===== config.mk =====
export PLATFORM = sky130hd
export DESIGN_NAME = gray_run_ctrl
export DESIGN_NICKNAME = d
export VERILOG_FILES = /design/src/rtl/gray_ctrl_pkg.sv /design/src/rtl/gray_core.sv /design/src/rtl/gray_run_ctrl.sv
export SDC_FILE = /design/constraint.sdc
export NUM_CORES = 1
export LEC_CHECK = 0
export CORE_MARGIN = 2
export CORE_UTILIZATION = 35
export DETAILED_ROUTE_END_ITERATION = 10
export DONT_BUFFER_PORTS = 1
export GPL_TIMING_DRIVEN = 0
export PLACE_DENSITY = 0.53
export RECOVER_POWER = 25
export SLEW_MARGIN = 25
export SYNTH_ARGS = -nofsm -noshare
export SYNTH_HDL_FRONTEND = slang
export SYNTH_SLANG_ARGS = --single-unit

===== constraint.sdc =====
create_clock -name Clk -period 2.4 [get_ports Clk]
set_input_delay 0.12 -clock Clk [delete_from_list [all_inputs] [get_ports Clk]]
set_output_delay 0.12 -clock Clk [all_outputs]
set_load 0.01 [all_outputs]

===== src/rtl/gray_ctrl_pkg.sv =====
// Shared types and helpers for the gray-code run controller and its counter core.
package gray_ctrl_pkg;

  typedef enum logic [1:0] {
    IDLE = 2'd0,
    RUN  = 2'd1,
    HOLD = 2'd2,
    DONE = 2'd3
  } state_t;

  localparam int WRAP_W_DEF = 4;
  localparam int WRAP_MAX   = (1 << WRAP_W_DEF) - 1;

  // Widest-case conversion; callers truncate to their own width.
  function automatic logic [31:0] bin2gray(input logic [31:0] b);
    return b ^ (b >> 1);
  endfunction

endpackage


===== src/rtl/gray_core.sv =====
// Binary counter with registered gray-code output; advances only while En is high.
module gray_core
  import gray_ctrl_pkg::*;
#(
  parameter int WIDTH = 3
) (
  input  logic             Clk,
  input  logic             Reset,
  input  logic             En,
  output logic [WIDTH-1:0] GrayOut,
  output logic             WrapPulse
);

  logic [WIDTH-1:0] b;
  logic [WIDTH-1:0] b_inc;

  assign b_inc     = b + WIDTH'(1);
  assign WrapPulse = En & (b == '1);

  // Gray is registered from the incremented value so it changes on the same edge as b.
  always_ff @(posedge Clk) begin
    if (Reset) begin
      b       <= '0;
      GrayOut <= '0;
    end else if (En) begin
      b       <= b_inc;
      GrayOut <= WIDTH'(bin2gray(32'(b_inc)));
    end
  end

endmodule


===== src/rtl/gray_run_ctrl.sv =====
// Run controller: sequences the gray core's enable for a requested number of advances,
// with pause/abort, saturating wrap count, sticky overflow and a one-cycle Done pulse.
module gray_run_ctrl
  import gray_ctrl_pkg::*;
#(
  parameter int WIDTH  = 3,
  parameter int CNT_W  = 8,
  parameter int WRAP_W = WRAP_W_DEF
) (
  input  logic              Clk,
  input  logic              Reset,
  input  logic              Start,
  input  logic [CNT_W-1:0]  Steps,
  input  logic              Pause,
  input  logic              Abort,
  output logic              Busy,
  output logic              Done,
  output logic [WIDTH-1:0]  GrayOut,
  output logic [WRAP_W-1:0] WrapCnt,
  output logic              Overflow,
  output state_t            dbg_state
);

  // Handshake: Start is a single-cycle request accepted only in IDLE; no ready is returned,
  // Busy is the acknowledgement (high from the edge after acceptance until the run ends).

  state_t           state_q, state_d;
  logic [CNT_W-1:0] remaining;
  logic             en, load, clr;
  logic             wrap_pulse;

  gray_core #(.WIDTH(WIDTH)) u_core (
    .Clk      (Clk),
    .Reset    (Reset),
    .En       (en),
    .GrayOut  (GrayOut),
    .WrapPulse(wrap_pulse)
  );

  always_comb begin
    state_d = state_q;
    en      = 1'b0;
    load    = 1'b0;
    clr     = 1'b0;
    case (state_q)
      IDLE: begin
        if (Start) begin
          clr = 1'b1;
          if (Steps != '0) begin
            load    = 1'b1;
            state_d = RUN;
          end else begin
            state_d = DONE;
          end
        end
      end
      RUN: begin
        // Abort outranks Pause; neither advances the counter in this cycle.
        if (Abort) begin
          state_d = IDLE;
        end else if (Pause) begin
          state_d = HOLD;
        end else begin
          en = 1'b1;
          if (remaining == CNT_W'(1)) state_d = DONE;
        end
      end
      HOLD: begin
        if (Abort)       state_d = IDLE;
        else if (!Pause) state_d = RUN;
      end
      DONE:    state_d = IDLE;
      default: state_d = IDLE;
    endcase
  end

  always_ff @(posedge Clk) begin
    if (Reset) begin
      state_q   <= IDLE;
      remaining <= '0;
      WrapCnt   <= '0;
      Overflow  <= 1'b0;
    end else begin
      state_q <= state_d;
      if (load)    remaining <= Steps;
      else if (en) remaining <= remaining - CNT_W'(1);
      if (clr) begin
        WrapCnt  <= '0;
        Overflow <= 1'b0;
      end else if (wrap_pulse) begin
        if (WrapCnt != '1) WrapCnt <= WrapCnt + WRAP_W'(1);
        Overflow <= 1'b1;
      end
    end
  end

  assign Busy      = (state_q == RUN) || (state_q == HOLD);
  assign Done      = (state_q == DONE);
  assign dbg_state = state_q;

endmodule


==> impl_metrics.csv <==
group,metric,value,unit
sta,hold_violations,0,
drt,wl,2.43,mm
cts,cts_buffers,3,
grt,first_global_vias,878,
synth,yosysSeqAreaShare,35.4,%
die,die_area,3710,µm²
synth,synth_cells,125,
synth,ys.flop_type,"dfxtp_1",
die,io_pins,25,
die,fp.dieW,60.9,µm
cts,post_cts_buffers,0,
synth,yosys.area.top_type_share,35.4,%
cts,root_buffer,"clkbuf_4",
sta,fin_ws,0.391,ns
critical_path,critPathLaunchType,"flop",
placed_design,dpl.cell_count,169,
synth,syn_avg_cell_area,9.06,µm²
grt,gr-usage-all-layers,13.9,%
layout,area_delta_synth_final,10.7,%
cts,clk_latency,0.30,ns
cts,cts.sinks,20,
die,start_util,36.8,%
layout,fill_cells,308,
power_and_ir_drop,leakage,0.000468,µW
cts,clock_path_buffers,2,
grt,grt_pass1_wl,3.71,mm
power_and_ir_drop,peakVddDrop,0.257,mV
synth,yosysTopAreaCell,"dfxtp_1",
die,dieHeight,60.9,µm
drt,drt_pass1_iterations,4,
critical_path,crit_type,"reg -> reg",
cts,clkSlewWorstSetupHoldPaths,0.11,ns
drt,drc,0,
critical_path,crit_start,"dbg_state[1]$_SDFFE_PP0P_",
placed_design,dp_slack,0.396,ns
critical_path,cp_max_fo,9,
sta,worstMarginPinSlew,0.541,ns
die,rows,20,
sta,tns,0,ns
synth,async_reset_ff_share,0,%
drt,wl_per_cell,13.8,µm
synth,synth_edf_count,0,
synth,ys_warn_count,0,
placed_design,port_buffers,0,
sta,clock_skew,0.00165,ns
critical_path,arrival,2.23,ns
layout,final_cells,176,
drt,viasPerCell,5.09,
drt,routed-via-count,895,
synth,syn-cell-area,1130,µm²
cts,cts_tree,"built",
grt,overflow,0,
layout,drive_gt1_share,12.1,%
critical_path,worst_setup_path_end_kind,"flop",
cts,h-tree-depth,1,
layout,n_antenna_cell,0,
layout,mostFrequentLayoutCell,"dfxtp_1",
die,core,3080,µm²
grt,grt_max_degree,12,
synth,syn-num-nets,148,
drt,detail-route-antenna-nets,0,
sta,finalCriticalPeriod,2.01,ns
sta,max_slew_margin,63.9,%
sta,fmax,498,MHz
critical_path,required,2.62,ns
synth,yosys-top-cells-area,"dfxtp_1 (35%), ha_1 (11%), xor2_1 (6.2%), nor2_1 (5.3%), nand2_1 (3.3%)",
power_and_ir_drop,p_per_area,584,nW/µm²
min_path,holdCritPathClass,"in -> reg",
synth,ys_ff_latch,20,
drt,dr.first_iter.drc_count,24,
min_path,hp-start,"Steps[2]",
layout,final_cell_mix,"dfxtp_1 (20), nor2_1 (16), nand2_1 (10), ha_1 (10), xor2_1 (8)",
cts,hold_buffers,3,
sta,fin_crit_sh,83.7,%
placed_design,place.gp.congestion,0.838,
sta,setup_viol,0,
sta,rsz0062_at_grt,"no",
layout,nNetsFinal,156,
synth,ys_types,36,
grt,antenna_found_initial,0,
outcome,outcome,"finished clean",
cts,post_cts_resized,0,
flow_run,drv_cap,0,
sta,slew_viol_final,0,
critical_path,r2r_start,"dbg_state[1]$_SDFFE_PP0P_",
placed_design,dpl.hpwl,1.83,mm
-- layer usage --
layer	vias to the layer above	track usage (%)	wire length, µm
li1	456	-	-
met2	23	23.2	1140
met5	-	0	0
met3	4	2.13	137
met4	0	5.59	27
met1	412	17.8	1120
-- Yosys cell counts, drive strengths merged, types with 2 or more instances --
library cell / number
nand4: 2
o211ai: 2
xor2: 8
xnor2: 3
or4: 3
buf: 4
a21oi: 7
dfxtp: 20
nor3b: 2
ha: 10
inv: 5
a211oi: 6
nor2: 16
a21o: 2
nand2: 11
nor2b: 2
nor4: 2
a311oi: 3
nor3: 4
nand3: 4
clkbuf: 2
-- flip-flops by register name (all words and copies together), names as in the netlist --
register        count
dbg_state           2
Overflow            1
remaining           8
u_core.GrayOut      2
u_core.b            3
WrapCnt             4
-- layout make-up --
class | count | area, µm² | area share [%]
multi-input cells | 94 | 678 | 54.1
flip-flops and latches | 20 | 400 | 31.9
well taps | 44 | 55.1 | 4.39
clock buffers | 4 | 36.3 | 2.89
plain buffers | 6 | 35.0 | 2.79
repair buffers | 3 | 30.0 | 2.40
inverters | 5 | 18.8 | 1.50
-- logic make-up (layout without fill, tap and decap cells) --
group,after synthesis,count (layout),synth area share (%)
adders and majority gates,10,10,11.0
buffers and inverters,11,18,4.75
AOI/OAI and AO/OA,23,23,16.4
xor gates and xnor gates,11,11,8.51
muxes,1,1,0.884
and+or+nand+nor,49,49,23.1
DFF,20,20,35.4
-- worst paths after layout --
path                               endpoint  cells past startpoint  slack (ns)
hold reg to reg    u_core.b[1]$_SDFFE_PP0P_                      2        0.47
setup / recovery  remaining[4]$_SDFFE_PP0P_                      6        0.39
hold / removal    remaining[2]$_SDFFE_PP0P_                      2        0.02
setup reg to reg  remaining[4]$_SDFFE_PP0P_                      6        0.39
-- critical path: stages (launching register included) --
cell,delay (ns)
dfxtp_1,0.38
inv_1,0.14
ha_1,0.19
nor3b_4,0.41
nand2_2,0.13
or4_1,0.41
a311oi_1,0.26
-- power breakdown --
part	internal [µW]	switching [µW]	total, µW
registers	355	27.2	383
clock network	92.5	105	198
logic	67.7	83.9	152
-- per-stage QoR --
| stage | cell area [µm²] | power, µW | hold WS, ns | utilization, % |
|---|---|---|---|---|
| detailed placement | 1190 | 537 | 0.319 | 38.6 |
| CTS | 1250 | 740 | 0.0153 | 40.7 |
| finish | 1250 | 732 | 0.0201 | 40.7 |
| floorplan | 1130 | 505 | 0.301 | - |
| global route | 1250 | 778 | 0.00733 | 40.7 |
| global placement | 1190 | 534 | 0.330 | 38.6 |
No activity file was read; power rests on OpenSTA's default activity.
